$ cat src/rtl/stream_pkg.sv
// Shared stream definitions: default lane geometry and the keep-mask helper
// used by the byte packer and the wide datapath that consumes its words.
package stream_pkg;

    localparam int DEF_DATA_W = 8;
    localparam int DEF_LANES  = 4;

    // Widest keep mask the helper can produce; callers slice their own width.
    localparam int MAX_LANES  = 64;

    // n contiguous ones starting at bit 0 (n = 0 gives an empty mask).
    function automatic logic [MAX_LANES-1:0] keep_mask(input int unsigned n);
        logic [MAX_LANES-1:0] m;
        m = '0;
        for (int unsigned i = 0; i < MAX_LANES; i++) begin
            if (i < n) m[i] = 1'b1;
        end
        return m;
    endfunction

endpackage

$ cat src/rtl/stream_byte_packer.sv
// Byte-to-word packer: collects accepted bytes LSB-first into LANES-byte
// words and presents them on a valid/ready interface. A byte flagged last
// closes the word early with a partial keep mask. The accumulating word and
// the presented word share one register set; a new byte may be accepted only
// when no word is pending or the pending word is consumed in the same cycle.
module stream_byte_packer
    import stream_pkg::*;
#(
    parameter int DATA_W = DEF_DATA_W,
    parameter int LANES  = DEF_LANES
) (
    input  logic                     clk,
    input  logic                     reset,
    input  logic                     i_valid_i,
    input  logic [DATA_W-1:0]        i_data_i,
    input  logic                     i_last_i,
    output logic                     i_ready_o,
    input  logic                     e_ready_i,
    output logic                     e_valid_o,
    output logic [DATA_W*LANES-1:0]  e_data_o,
    output logic [LANES-1:0]         e_keep_o,
    output logic                     e_last_o
);

    localparam int CNT_W  = $clog2(LANES);
    localparam int WORD_W = DATA_W * LANES;

    logic [CNT_W-1:0]     r_cnt;
    logic [WORD_W-1:0]    r_data;
    logic [LANES-1:0]     r_keep;
    logic                 r_last;
    logic                 r_valid;

    logic [CNT_W-1:0]     w_cnt_n;
    logic [WORD_W-1:0]    w_data_n;
    logic [LANES-1:0]     w_keep_n;
    logic                 w_last_n;
    logic                 w_valid_n;
    logic [MAX_LANES-1:0] w_mask;
    logic                 w_acc;
    logic                 w_cons;

    assign i_ready_o = !r_valid || e_ready_i;
    assign w_acc     = i_valid_i && i_ready_o;
    assign w_cons    = r_valid && e_ready_i;

    assign e_valid_o = r_valid;
    assign e_data_o  = r_data;
    assign e_keep_o  = r_keep;
    assign e_last_o  = r_last;

    // Next-state: drop a consumed word, then merge an accepted byte into lane[cnt].
    always_comb begin
        w_cnt_n   = r_cnt;
        w_data_n  = r_data;
        w_keep_n  = r_keep;
        w_last_n  = r_last;
        w_valid_n = r_valid;
        w_mask    = keep_mask(32'(r_cnt) + 32'd1);

        if (w_cons) begin
            w_valid_n = 1'b0;
            w_data_n  = '0;
            w_keep_n  = '0;
            w_last_n  = 1'b0;
        end

        if (w_acc) begin
            for (int k = 0; k < LANES; k++) begin
                if (r_cnt == CNT_W'(k)) w_data_n[k*DATA_W +: DATA_W] = i_data_i;
            end
            // Keep is contiguous from lane 0, so lanes 0..cnt are all valid.
            w_keep_n = w_mask[LANES-1:0];
            if (r_cnt == CNT_W'(LANES-1) || i_last_i) begin
                w_valid_n = 1'b1;
                w_last_n  = i_last_i;
                w_cnt_n   = '0;
            end else begin
                w_cnt_n   = r_cnt + CNT_W'(1);
            end
        end
    end

    // State registers; asynchronous reset discards any partial or pending word.
    always_ff @(posedge clk or posedge reset) begin
        if (reset) begin
            r_cnt   <= '0;
            r_data  <= '0;
            r_keep  <= '0;
            r_last  <= 1'b0;
            r_valid <= 1'b0;
        end else begin
            r_cnt   <= w_cnt_n;
            r_data  <= w_data_n;
            r_keep  <= w_keep_n;
            r_last  <= w_last_n;
            r_valid <= w_valid_n;
        end
    end

endmodule

$ cat config.mk
export PLATFORM = sky130hd
export DESIGN_NAME = stream_byte_packer
export DESIGN_NICKNAME = d
export VERILOG_FILES = /design/src/rtl/stream_pkg.sv /design/src/rtl/stream_byte_packer.sv
export SDC_FILE = /design/constraint.sdc
export NUM_CORES = 1
export LEC_CHECK = 0
export ABC_CLOCK_PERIOD_IN_PS = 1500
export BUFFER_PORTS_ARGS = -buffer_cell sky130_fd_sc_hd__buf_4
export CORE_ASPECT_RATIO = 0.5
export CORE_MARGIN = 2
export CORE_UTILIZATION = 50
export CTS_CLUSTER_DIAMETER = 150
export DETAILED_ROUTE_END_ITERATION = 10
export PLACE_DENSITY_LB_ADDON = 0.2
export SYNTH_ARGS = -nofsm -noshare
export SYNTH_HDL_FRONTEND = slang
export SYNTH_SLANG_ARGS = --single-unit
$ cat constraint.sdc
create_clock -name clk -period 1.5 [get_ports clk]
set_input_delay 0.3 -clock clk [delete_from_list [all_inputs] [get_ports clk]]
set_output_delay 0.3 -clock clk [all_outputs]
set_load 0.005 [all_outputs]
# == Yosys cells after proc, flatten, opt, wreduce, memory -nomap -nowiden ==
# Cells that the tools add are included.
# op_classes
magnitude_cmp,4
eq_ne,3
n_mux,19
reduce_logical,7
n_addsub,2
# ops
op,count
32-bit 2-to-1 mux,2
8-bit 2-to-1 mux,4
1-bit 2-to-1 mux,10
4-bit 2-to-1 mux,2
1-bit by 3-bit < comparator with 1-bit output (first input constant),2
2-bit by 3-bit < comparator with 1-bit output (first input constant),2
2-bit == test (second input constant),2
2-bit by 1-bit adder with 3-bit output (second input constant),1
2-bit by 1-bit adder with 2-bit output (second input constant),1
2-bit by 1-bit == test with 1-bit output (second input constant),1
1-bit logical AND,2
2-bit logical NOT,1
1-bit logical OR,2
2-bit 2-to-1 mux,1
2-bit nonzero test,1
1-bit logical NOT,1
# totals
output_inout_bits,39
wordCells,40
reg_bits,40
inputBits,13

# == Longest topological paths before layout ==
# depth
depth_word,4
mapped_depth,5
ltp_nobuf,4

# == Worst setup path after synthesis ==
# Ideal clock, no wire load.
# synth_timing
path_type,reg2reg
start,register r_cnt[0]
end,register r_data[0] (netlist: e_data_o[0])
path_buffers,1
required_ns,1.421
synth_period_minus_slack_ns,1.235
stages_incl_launch_ff,6
arrival_ns,1.156
path_slack_ns,0.265
setup_ns,0.079
cell_sequence,dfrtp_1 -> inv_1 -> ha_1 -> and3_4 -> buf_6 -> mux2i_1
# synth_via
elab_chain_cells,3
# synth_lines
element,line,source
from (decl),stream_byte_packer.sv:28,logic [CNT_W-1:0] r_cnt;
from (signal assigned),stream_byte_packer.sv:93,r_cnt <= w_cnt_n;
2-bit logical NOT,stream_byte_packer.sv:70,if (r_cnt == CNT_W'(k)) w_data_n[k*DATA_W +: DATA_W] = i_data_i;
8-bit 2-to-1 mux,stream_byte_packer.sv:70,
32-bit 2-to-1 mux,stream_byte_packer.sv:68,if (w_acc) begin
named net w_data_n[0],stream_byte_packer.sv:35,logic [WORD_W-1:0] w_data_n;
to (signal assigned),stream_byte_packer.sv:94,r_data <= w_data_n;
to (decl),stream_byte_packer.sv:29,logic [WORD_W-1:0] r_data;
# The timed path passes the listed nets, and every way through them passes these cells.
# A chain may end at the register's enable or synchronous reset.

# == Worst setup path after layout ==
# layout_timing
start,register r_cnt[0]
end,register r_data[21] (netlist: e_data_o[21])
# layout_via
elab_chain_cells,3
# layout_lines
element,line
2-bit == test,stream_byte_packer.sv:70
8-bit 2-to-1 mux,stream_byte_packer.sv:70
32-bit 2-to-1 mux,stream_byte_packer.sv:68
named net w_data_n[21],stream_byte_packer.sv:35
# The timed path passes the listed nets, and every way through them passes these cells.

==> flow_summary.json <==
{
  "cts_max_path_buffers": 2,
  "track_usage": 0.2006,
  "busiest_layer": "met2",
  "dp_hpwl_mm": 2.531,
  "crit_buf_inv": 1,
  "critPathSlowestCell": "dfrtp_1",
  "cts_max_level": 2,
  "avgSynthCellArea_um2": 11.62,
  "crit_chain": "inv_1 > ha_1 > and3_4 > mux2i_2",
  "antenna_left": 0,
  "yosys.cell_types.count": 18,
  "yosysSeqAreaShare": 0.5666,
  "yosys.area.top_type": "dfrtp_1",
  "finalCritPeriodShare": 0.9328,
  "start_util": 0.5172,
  "syn_area_mm2": 0.001767,
  "tightest_slew_ps": 494.6,
  "n_antenna_cell": 0,
  "required_ps": 1690,
  "arrival_ps": 1590,
  "grt_overflow": 0,
  "clock_skew_ps": 5.322,
  "finish.net_count": 221,
  "hold_violations": 0,
  "synth_edf_count": 0,
  "synth_commonest_cells": "dfrtp_1, nand2_1, mux2i_1",
  "path_class": "reg -> reg",
  "vias_per_cell": 4.953,
  "met2_usage": 0.3227,
  "power_leakage_nw": 1.172,
  "outcome": "complete, no violations",
  "clkTransAtPathRegs_ps": 80,
  "vias": 1268,
  "grt_use_met1": 0.2743,
  "clkSinkCount": 40,
  "drc": 0,
  "syn_inst": 152,
  "max_slew_margin": 0.6703,
  "dieArea_mm2": 0.004054,
  "rows": 15,
  "synthArstFlopShare": 1.000,
  "period_needed_ps": 1399,
  "cts_tree": "done",
  "final_cells": 256,
  "setup-tns-final_ps": 0,
  "areaGrowthSynthToFinish_pct": 30.52,
  "path_max_fanout": 8,
  "peakVddDrop_mv": 1.050,
  "cp-end-kind": "flip-flop",
  "max-cap-violations": 0,
  "rsz0062_at_grt": "no",
  "r2r_slack_ps": 100,
  "synth_flop_cell": "dfrtp_1",
  "grt_start_max_net_pins": 41,
  "cp_top_family": "flip-flops",
  "postCtsSetupRepairBufs": 0,
  "power_density_mw_per_mm2": 1733,
  "grt_pass1_vias": 1217,
  "core_area_mm2": 0.003416,
  "worstReg2RegEnd": "e_data_o[21]",
  "hold_path_class": "in -> async",
  "io_pins": 52,
  "finalWeightedCongestion": 0.7229,
  "die_w_um": 88.07,
  "cp-start-kind": "flip-flop",
  "r2r_start": "r_cnt[0]",
  "numPortBuffers": 51,
  "finalSetupViolations": 0,
  "fillers": 294,
  "root_buffer": "clkbuf_8",
  "firstDrtPassIters": 4,
  "clkLatencyLatePin_ps": 290,
  "synthesis.nets": 169,
  "critPathMaxStageDelay_ps": 440,
  "routed_wl_mm": 3.707,
  "r2r_cells": 4,
  "layout-drive-gt1-share": 0.3317,
  "cts_buffers": 5,
  "first_iter_violations": 63,
  "fmax_ghz": 0.7147,
  "grt_pass1_wl_mm": 5.878,
  "die_h_um": 46.03,
  "dpl.cell_count": 248,
  "slew_viol_final": 0,
  "synth-warning-count": 0,
  "wl_per_cell_um": 14.48,
  "seq_area_mm2": 0.001001,
  "multi_input_area_um2": 663.1,
  "met3_usage": 0.05978,
  "antenna_found_initial": 0,
  "yosys-top-cells-area": "dfrtp_1, mux2i_1, nand2_1",
  "ys_ff_latch": 40,
  "yosysTopAreaCellShare": 0.5666
}
-- area by class of cell --
class / instances / area share
multi-input cells: 93 / 0.2876
repair buffers: 53 / 0.1780
well taps: 51 / 0.02767
clock buffers: 7 / 0.04178
clock inverters: 1 / 0.01302
inverters: 11 / 0.01791
flip-flops and latches: 40 / 0.4341
-- power breakdown --
group          switching, mW  internal, mW  total (mW)
sequential             0.239          1.45        1.69
clock                  0.378         0.587       0.966
combinational          0.582         0.760        1.34
-- metrics by stage --
step	instance area, um2	hold slack [ps]	setup slack (ps)	power (mW)	utilization
after CTS	2300	142.5	36.21	4.015	0.6733
after detailed placement	2173	456.2	105.7	3.052	0.6363
final	2306	116.2	100.9	3.997	0.6751
after floorplan	1767	435.5	264.6	2.334	-
after global routing	2306	172.7	28.45	4.240	0.6751
after global placement	2173	456.3	159.7	2.987	0.6363
-- placed cells by master, fill, tap and decap left out, types with 2 or more instances in the layout --
cell       n
nand2_1   40
dfrtp_1   40
mux2i_1   33
and3_4     4
buf_4     52
clkbuf_8   7
inv_1     11
ha_1       4
o21ai_0    2
-- tightest hold or removal path: cells and delay by family --
family                 cells  cell delay, ps
buffers and inverters      3             560
-- cell families (layout without fill, tap and decap cells) --
logic type | count (synthesis) | in the layout | synth area share
AOI/OAI and AO/OA | 6 | 6 | 0.02266
adders and majority gates | 4 | 4 | 0.02833
buffers and inverters | 19 | 72 | 0.06161
DFF | 40 | 40 | 0.5666
muxes | 35 | 35 | 0.1990
and+or+nand+nor | 48 | 48 | 0.1218
-- how the worst max path moves through the flow --
stage,from,end,cells after the start
global placement,e_ready_i,r_cnt[0],4
detailed placement,e_ready_i,e_data_o[21],4
CTS,e_valid_o,i_ready_o,2
floorplan,r_cnt[0],e_data_o[0],5
finish,r_cnt[0],e_data_o[21],4
global route,r_cnt[0],e_data_o[21],4
-- layer usage --
layer	routed length (um)	vias up	share of wire
met5	0	-	0
met3	174	5	0.047
met4	37	0	0.010
li1	-	604	-
met1	1751	630	0.47
met2	1744	29	0.47
-- flip-flops by register name, summed over array words and instances, names as in the netlist --
name and count:
e_valid_o 1, e_last_o 1, e_data_o 32, r_cnt 2, e_keep_o 4
-- what timing repair did --
item	4_1_cts	5_1_grt
hold buffers	0	0
resized for setup	0	2
setup endpoints to repair	0	2
(Power assumes the default switching activity.)
